**src/rtl/add_seq_unit.sv**
```systemverilog
// add_seq_unit: multi-cycle adder/subtractor that walks CHUNK bits per clock, LSB slice first.
// Optional feature macro ADD_SEQ_SATURATE_EN clamps signed-overflow results to the extreme value.
module add_seq_unit #(
  parameter int WIDTH = 32,
  parameter int CHUNK = 8
) (
  input  logic             clk,
  input  logic             rst_n,
  input  logic             in_valid,
  output logic             in_ready,
  input  logic [1:0]       op,
  input  logic [WIDTH-1:0] a,
  input  logic [WIDTH-1:0] b,
  output logic             out_valid,
  input  logic             out_ready,
  output logic [WIDTH-1:0] result,
  output logic             cout,
  output logic             ovf,
  output logic [1:0]       state_dbg
);
  localparam int N  = WIDTH / CHUNK;
  localparam int CW = $clog2(N + 1);

  typedef enum logic [1:0] {IDLE = 2'd0, CALC = 2'd1, DONE = 2'd2} state_t;

  // Handshakes: a transfer happens on a rising edge where valid and ready are both 1;
  // in_ready is high only in IDLE, out_valid only in DONE, so the two never overlap.
  state_t           state;
  state_t           state_next;
  logic [WIDTH-1:0] a_r;
  logic [WIDTH-1:0] b_r;
  logic             carry;
  logic             signed_r;
  logic [CW-1:0]    cnt;

  logic             accept;
  logic             last;
  logic [CHUNK-1:0] a_s;
  logic [CHUNK-1:0] b_s;
  logic [CHUNK-1:0] s;
  logic             c_n;
  logic             c_msb;
  logic             ovf_n;
  logic [WIDTH-1:0] res_n;

  assign accept = in_valid & in_ready;
  assign last   = (cnt == CW'(N - 1));

  always_ff @(posedge clk) begin
    if (!rst_n) state <= IDLE;
    else        state <= state_next;
  end

  always_comb begin
    state_next = state;
    unique case (state)
      IDLE:    if (in_valid)  state_next = CALC;
      CALC:    if (last)      state_next = DONE;
      DONE:    if (out_ready) state_next = IDLE;
      default:                state_next = IDLE;
    endcase
  end

  always_comb begin
    in_ready  = (state == IDLE);
    out_valid = (state == DONE);
    state_dbg = state;
  end

  // Operand registers shift right so the active slice is always the low CHUNK bits;
  // result shifts in from the top, so after N slices every slice sits in place.
  always_comb begin
    a_s          = a_r[CHUNK-1:0];
    b_s          = b_r[CHUNK-1:0];
    {c_n, s}     = {1'b0, a_s} + {1'b0, b_s} + {{CHUNK{1'b0}}, carry};
    c_msb        = a_s[CHUNK-1] ^ b_s[CHUNK-1] ^ s[CHUNK-1];
    ovf_n        = signed_r & (c_msb ^ c_n);
    res_n        = (result >> CHUNK) | (WIDTH'(s) << (WIDTH - CHUNK));
`ifdef ADD_SEQ_SATURATE_EN
    // A wrapped negative sign means the true value overflowed positive, and vice versa.
    if (last && ovf_n) begin
      res_n = s[CHUNK-1] ? {1'b0, {(WIDTH-1){1'b1}}} : {1'b1, {(WIDTH-1){1'b0}}};
    end
`endif
  end

  always_ff @(posedge clk) begin
    if (!rst_n) begin
      a_r      <= '0;
      b_r      <= '0;
      carry    <= 1'b0;
      signed_r <= 1'b0;
      cnt      <= '0;
      result   <= '0;
      cout     <= 1'b0;
      ovf      <= 1'b0;
    end else if (accept) begin
      a_r      <= a;
      b_r      <= op[1] ? ~b : b;
      carry    <= op[1];
      signed_r <= op[0];
      cnt      <= '0;
    end else if (state == CALC) begin
      a_r    <= a_r >> CHUNK;
      b_r    <= b_r >> CHUNK;
      carry  <= c_n;
      cnt    <= cnt + 1'b1;
      result <= res_n;
      if (last) begin
        cout <= c_n;
        ovf  <= ovf_n;
      end
    end
  end

endmodule

```
**config.mk**
```make
export PLATFORM = sky130hd
export DESIGN_NAME = add_seq_unit
export DESIGN_NICKNAME = d
export VERILOG_FILES = /design/src/rtl/add_seq_unit.sv
export SDC_FILE = /design/constraint.sdc
export NUM_CORES = 1
export LEC_CHECK = 0
export CORE_MARGIN = 8
export CORE_UTILIZATION = 53
export CTS_BUF_LIST = sky130_fd_sc_hd__clkbuf_8
export DETAILED_ROUTE_END_ITERATION = 10
export GPL_ROUTABILITY_DRIVEN = 0
export PLACE_DENSITY = 0.87
export SYNTH_ARGS = -nofsm -noshare
export SYNTH_HDL_FRONTEND = slang
export SYNTH_SLANG_ARGS = --single-unit
```
**constraint.sdc**
```tcl
create_clock -name clk -period 2.25 [get_ports clk]
set_clock_uncertainty 0.2 [all_clocks]
set_input_delay 0.3375 -clock clk [delete_from_list [all_inputs] [get_ports clk]]
set_output_delay 0.3375 -clock clk [all_outputs]
set_load 0.01 [all_outputs]
```
==> run_results.csv <==
group,metric,value,unit
outcome,status,"finished clean",
global_routing,grt_use_total,18.9,%
critical_path,cp.arrival,2.22,ns
critical_path,r2r_slack,0.09,ns
clock_tree,cts.sinks,105,
synthesis,synth_ff_type,"dfxtp_1",
layout,fill_cells,723,
global_routing,grt_pass1_wl,19.8,mm
global_routing,grt_max_degree,77,
floorplanning,core_area,0.00920,mm2
synthesis,syn_avg_cell_area,8.88,um2
timing,maxSlewHeadroom,61.1,%
power_and_ir_drop,p_int,3.16,mW
timing,fin_crit_sh,96.2,%
drt,routed_wl,12.0,mm
floorplanning,die-area,0.0128,mm2
drt,routed-wl-met3,676,um
floorplanning,die_w,113,um
synthesis,synth_nets,645,
synthesis,yosysMostFrequentCell,"nand2_1",
drt,top_layer_used,"met4",
clock_tree,cts_tree,"yes",
synthesis,synth.area.top_cells,"dfxtp_1 42%, nand2_1 9.7%, a21boi_0 9.0%, a22oi_1 7.2%, xor2_1 5.9%",
clock_tree,numCtsBuffers,9,
timing,tightest_slew,0.583,ns
timing,hold_viol_final,0,
drt,antenna_left,0,
critical_path,crit_path_max_incr_delay,0.41,ns
critical_path,path_max_fanout,3,
synthesis,yosys.area.top_type,"dfxtp_1",
clock_tree,cts_buffer_depth,2,
clock_tree,clk_latency,0.37,ns
critical_path,critPathTopFamily,"adder cells",
floorplanning,start_util,54.4,%
power_and_ir_drop,comb_power_share,16.5,%
timing,fin_tns_setup,0,ns
critical_path,cp_data_required_time,2.30,ns
drt,avgRoutedWirePerCell,16.2,um
placement,place_inst,727,
drt,drtPass1Iterations,5,
timing,slew_viol_final,0,
hold_path,hp-start,"rst_n",
critical_path,critPathLaunchType,"flop",
synthesis,synth.distinct_cells,39,
timing,fmax,462,MHz
power_and_ir_drop,pwr-share-clk,35.2,%
power_and_ir_drop,switchingPower,1.05,mW
placement,post_dp_cell_area,0.00597,mm2
drt,num_vias,4155,
critical_path,critPathBufInv,2,
power_and_ir_drop,swShare,25.0,%
layout,drive_above_1_share,6.80,%
floorplanning,pin_count,108,
hold_path,hp-class,"in2reg",
power_and_ir_drop,leakage,2.33,nW
drt,avgViaCountPerCell,5.59,
synthesis,yosys_warnings,0,
critical_path,cpMaxStageDelayCell,"fa_1",
clock_tree,cts_setup_buffers,0,
synthesis,yosys.area.top_type_share,42.0,%
clock_tree,htreeDepth,3,
job,drv_cap,0,
critical_path,r2r-start,"a_r[0]$_SDFFE_PN0P_",
synthesis,ys_ff_latch,105,
critical_path,crit_chain,"inv_1 -> fa_1 -> inv_1 -> fa_1 -> nand3_1 -> nand2_2 -> a31oi_2 -> xor2_1 -> o21ai_0",
global_routing,grt_pass1_vias,4164,
synthesis,synth_common_cells,"129 x nand2_1, 105 x dfxtp_1, 60 x a21boi_0",
power_and_ir_drop,p_per_area,674,mW/mm2
global_routing,antenna_found_initial,0,
placement,hpwl,8.60,mm
timing,hold_ws,0.244,ns
synthesis,synth_edf_count,0,
timing,final-setup-viol-count,0,
power_and_ir_drop,p_seq_share,48.3,%
layout,diodes,0,
drt,drt_iter0_markers,233,
synthesis,syn-instance-count,564,
drt,drc,0,
clock_tree,cts_resized,0,
timing,fin_crit,2.16,ns
power_and_ir_drop,total_power,4.21,mW
placement,portBuffers,107,
timing,rsz0062_at_grt,"false",
clock_tree,path_clk_slew,0.09,ns
critical_path,crit_path_start,"a_r[0]$_SDFFE_PN0P_",
global_routing,grt_remaining_overflow,0,
power_and_ir_drop,ir_drop,0.411,mV
drt,wl_met2,6.00,mm
layout,stdcell_count,743,
critical_path,worstSetupPathType,"reg2reg",
layout,nets,708,
critical_path,cp-end-kind,"flop",
clock_tree,postCtsHoldBufs,0,
drt,wl_met1,5.11,mm
clock_tree,cts-root-buf,"clkbuf_8",
synthesis,ys_seq_area_share,42.0,%
synthesis,synthArstFlopShare,0,%
floorplanning,floorplan.rows,35,
floorplanning,die_y,113,um
synthesis,syn-cell-area,0.00501,mm2
layout,final_area,0.00625,mm2
layout,area_growth,24.8,%
-- kinds of logic (layout without fill, tap and decap cells) --
family          after synthesis  in the layout  share of synthesized area [%]
fa+ha+maj                    11             11                           3.05
flops                       105            105                           42.0
xor+xnor                     38             38                           6.65
simple gates                168            168                           14.2
compound gates              168            168                           25.0
buf+inv                      74            142                           9.07
-- power by group through the flow --
stage | Sequential (mW) | Combinational, mW | Clock [mW]
3_5_place_dp | 2.07 | 0.687 | 0
5_1_grt | 2.05 | 0.763 | 1.59
2_1_floorplan | 2.05 | 0.445 | 0
6_report | 2.03 | 0.694 | 1.48
3_3_place_gp | 2.07 | 0.664 | 0
4_1_cts | 2.03 | 0.692 | 1.51
-- stage by stage --
stage	setup slack (ns)	util [%]
2_1_floorplan	0.334	-
5_1_grt	0.0112	67.9
6_report	0.0855	67.9
3_3_place_gp	0.131	64.9
4_1_cts	0.0393	67.8
3_5_place_dp	0.00221	64.9
-- flip-flops by register name (all words and copies together) (netlist names) --
name / flops
a_r: 32
b_r: 32
carry: 1
cnt: 3
cout: 1
ovf: 1
result: 32
signed_r: 1
state_dbg: 2
-- layout by cell type (no fill, tap or decap), drive strengths merged, types with 7 or more instances in the layout --
| cell type | Yosys | routed |
|---|---|---|
| a21boi | 92 | 92 |
| a22oi | 49 | 49 |
| buf | 55 | 15 |
| clkbuf | 13 | 9 |
| clkdlybuf4s50 | 0 | 105 |
| dfxtp | 105 | 105 |
| ha | 9 | 9 |
| inv | 6 | 7 |
| nand2 | 129 | 129 |
| nand3 | 20 | 20 |
| o21ai | 7 | 7 |
| xor2 | 34 | 34 |
-- final timing paths --
kind                        endpoint  cells past startpoint
max reg2reg  result[30]$_SDFFE_PN0P_                      9
min                cout$_SDFFE_PN0P_                      2
min reg2reg     a_r[15]$_SDFFE_PN0P_                      2
max          result[30]$_SDFFE_PN0P_                      9
-- routing by layer --
metal,global-route usage [%],vias to the layer above
li1,-,2030
met1,22.2,1991
met2,32.1,113
met3,5.22,21
met4,7.28,0
met5,0,-
-- final cells by class --
class / instances / area [um2] / share of cell area, %
Multi-Input combinational cell: 385 / 2470 / 39.6
Clock inverter: 7 / 141 / 2.26
Inverter: 6 / 22.5 / 0.360
Clock buffer: 9 / 124 / 1.98
Sequential cell: 105 / 2100 / 33.7
Tap cell: 111 / 139 / 2.22
Timing Repair Buffer: 120 / 1250 / 19.9
-- worst reg2reg max path: stages, from the launching register on --
cell and delay, ns:
dfxtp_1 0.33, inv_1 0.10, fa_1 0.21, inv_1 0.07, fa_1 0.41, nand3_1 0.11
nand2_2 0.10, a31oi_2 0.23, xor2_1 0.19, o21ai_0 0.11
Power figures use the tool's default switching activity.
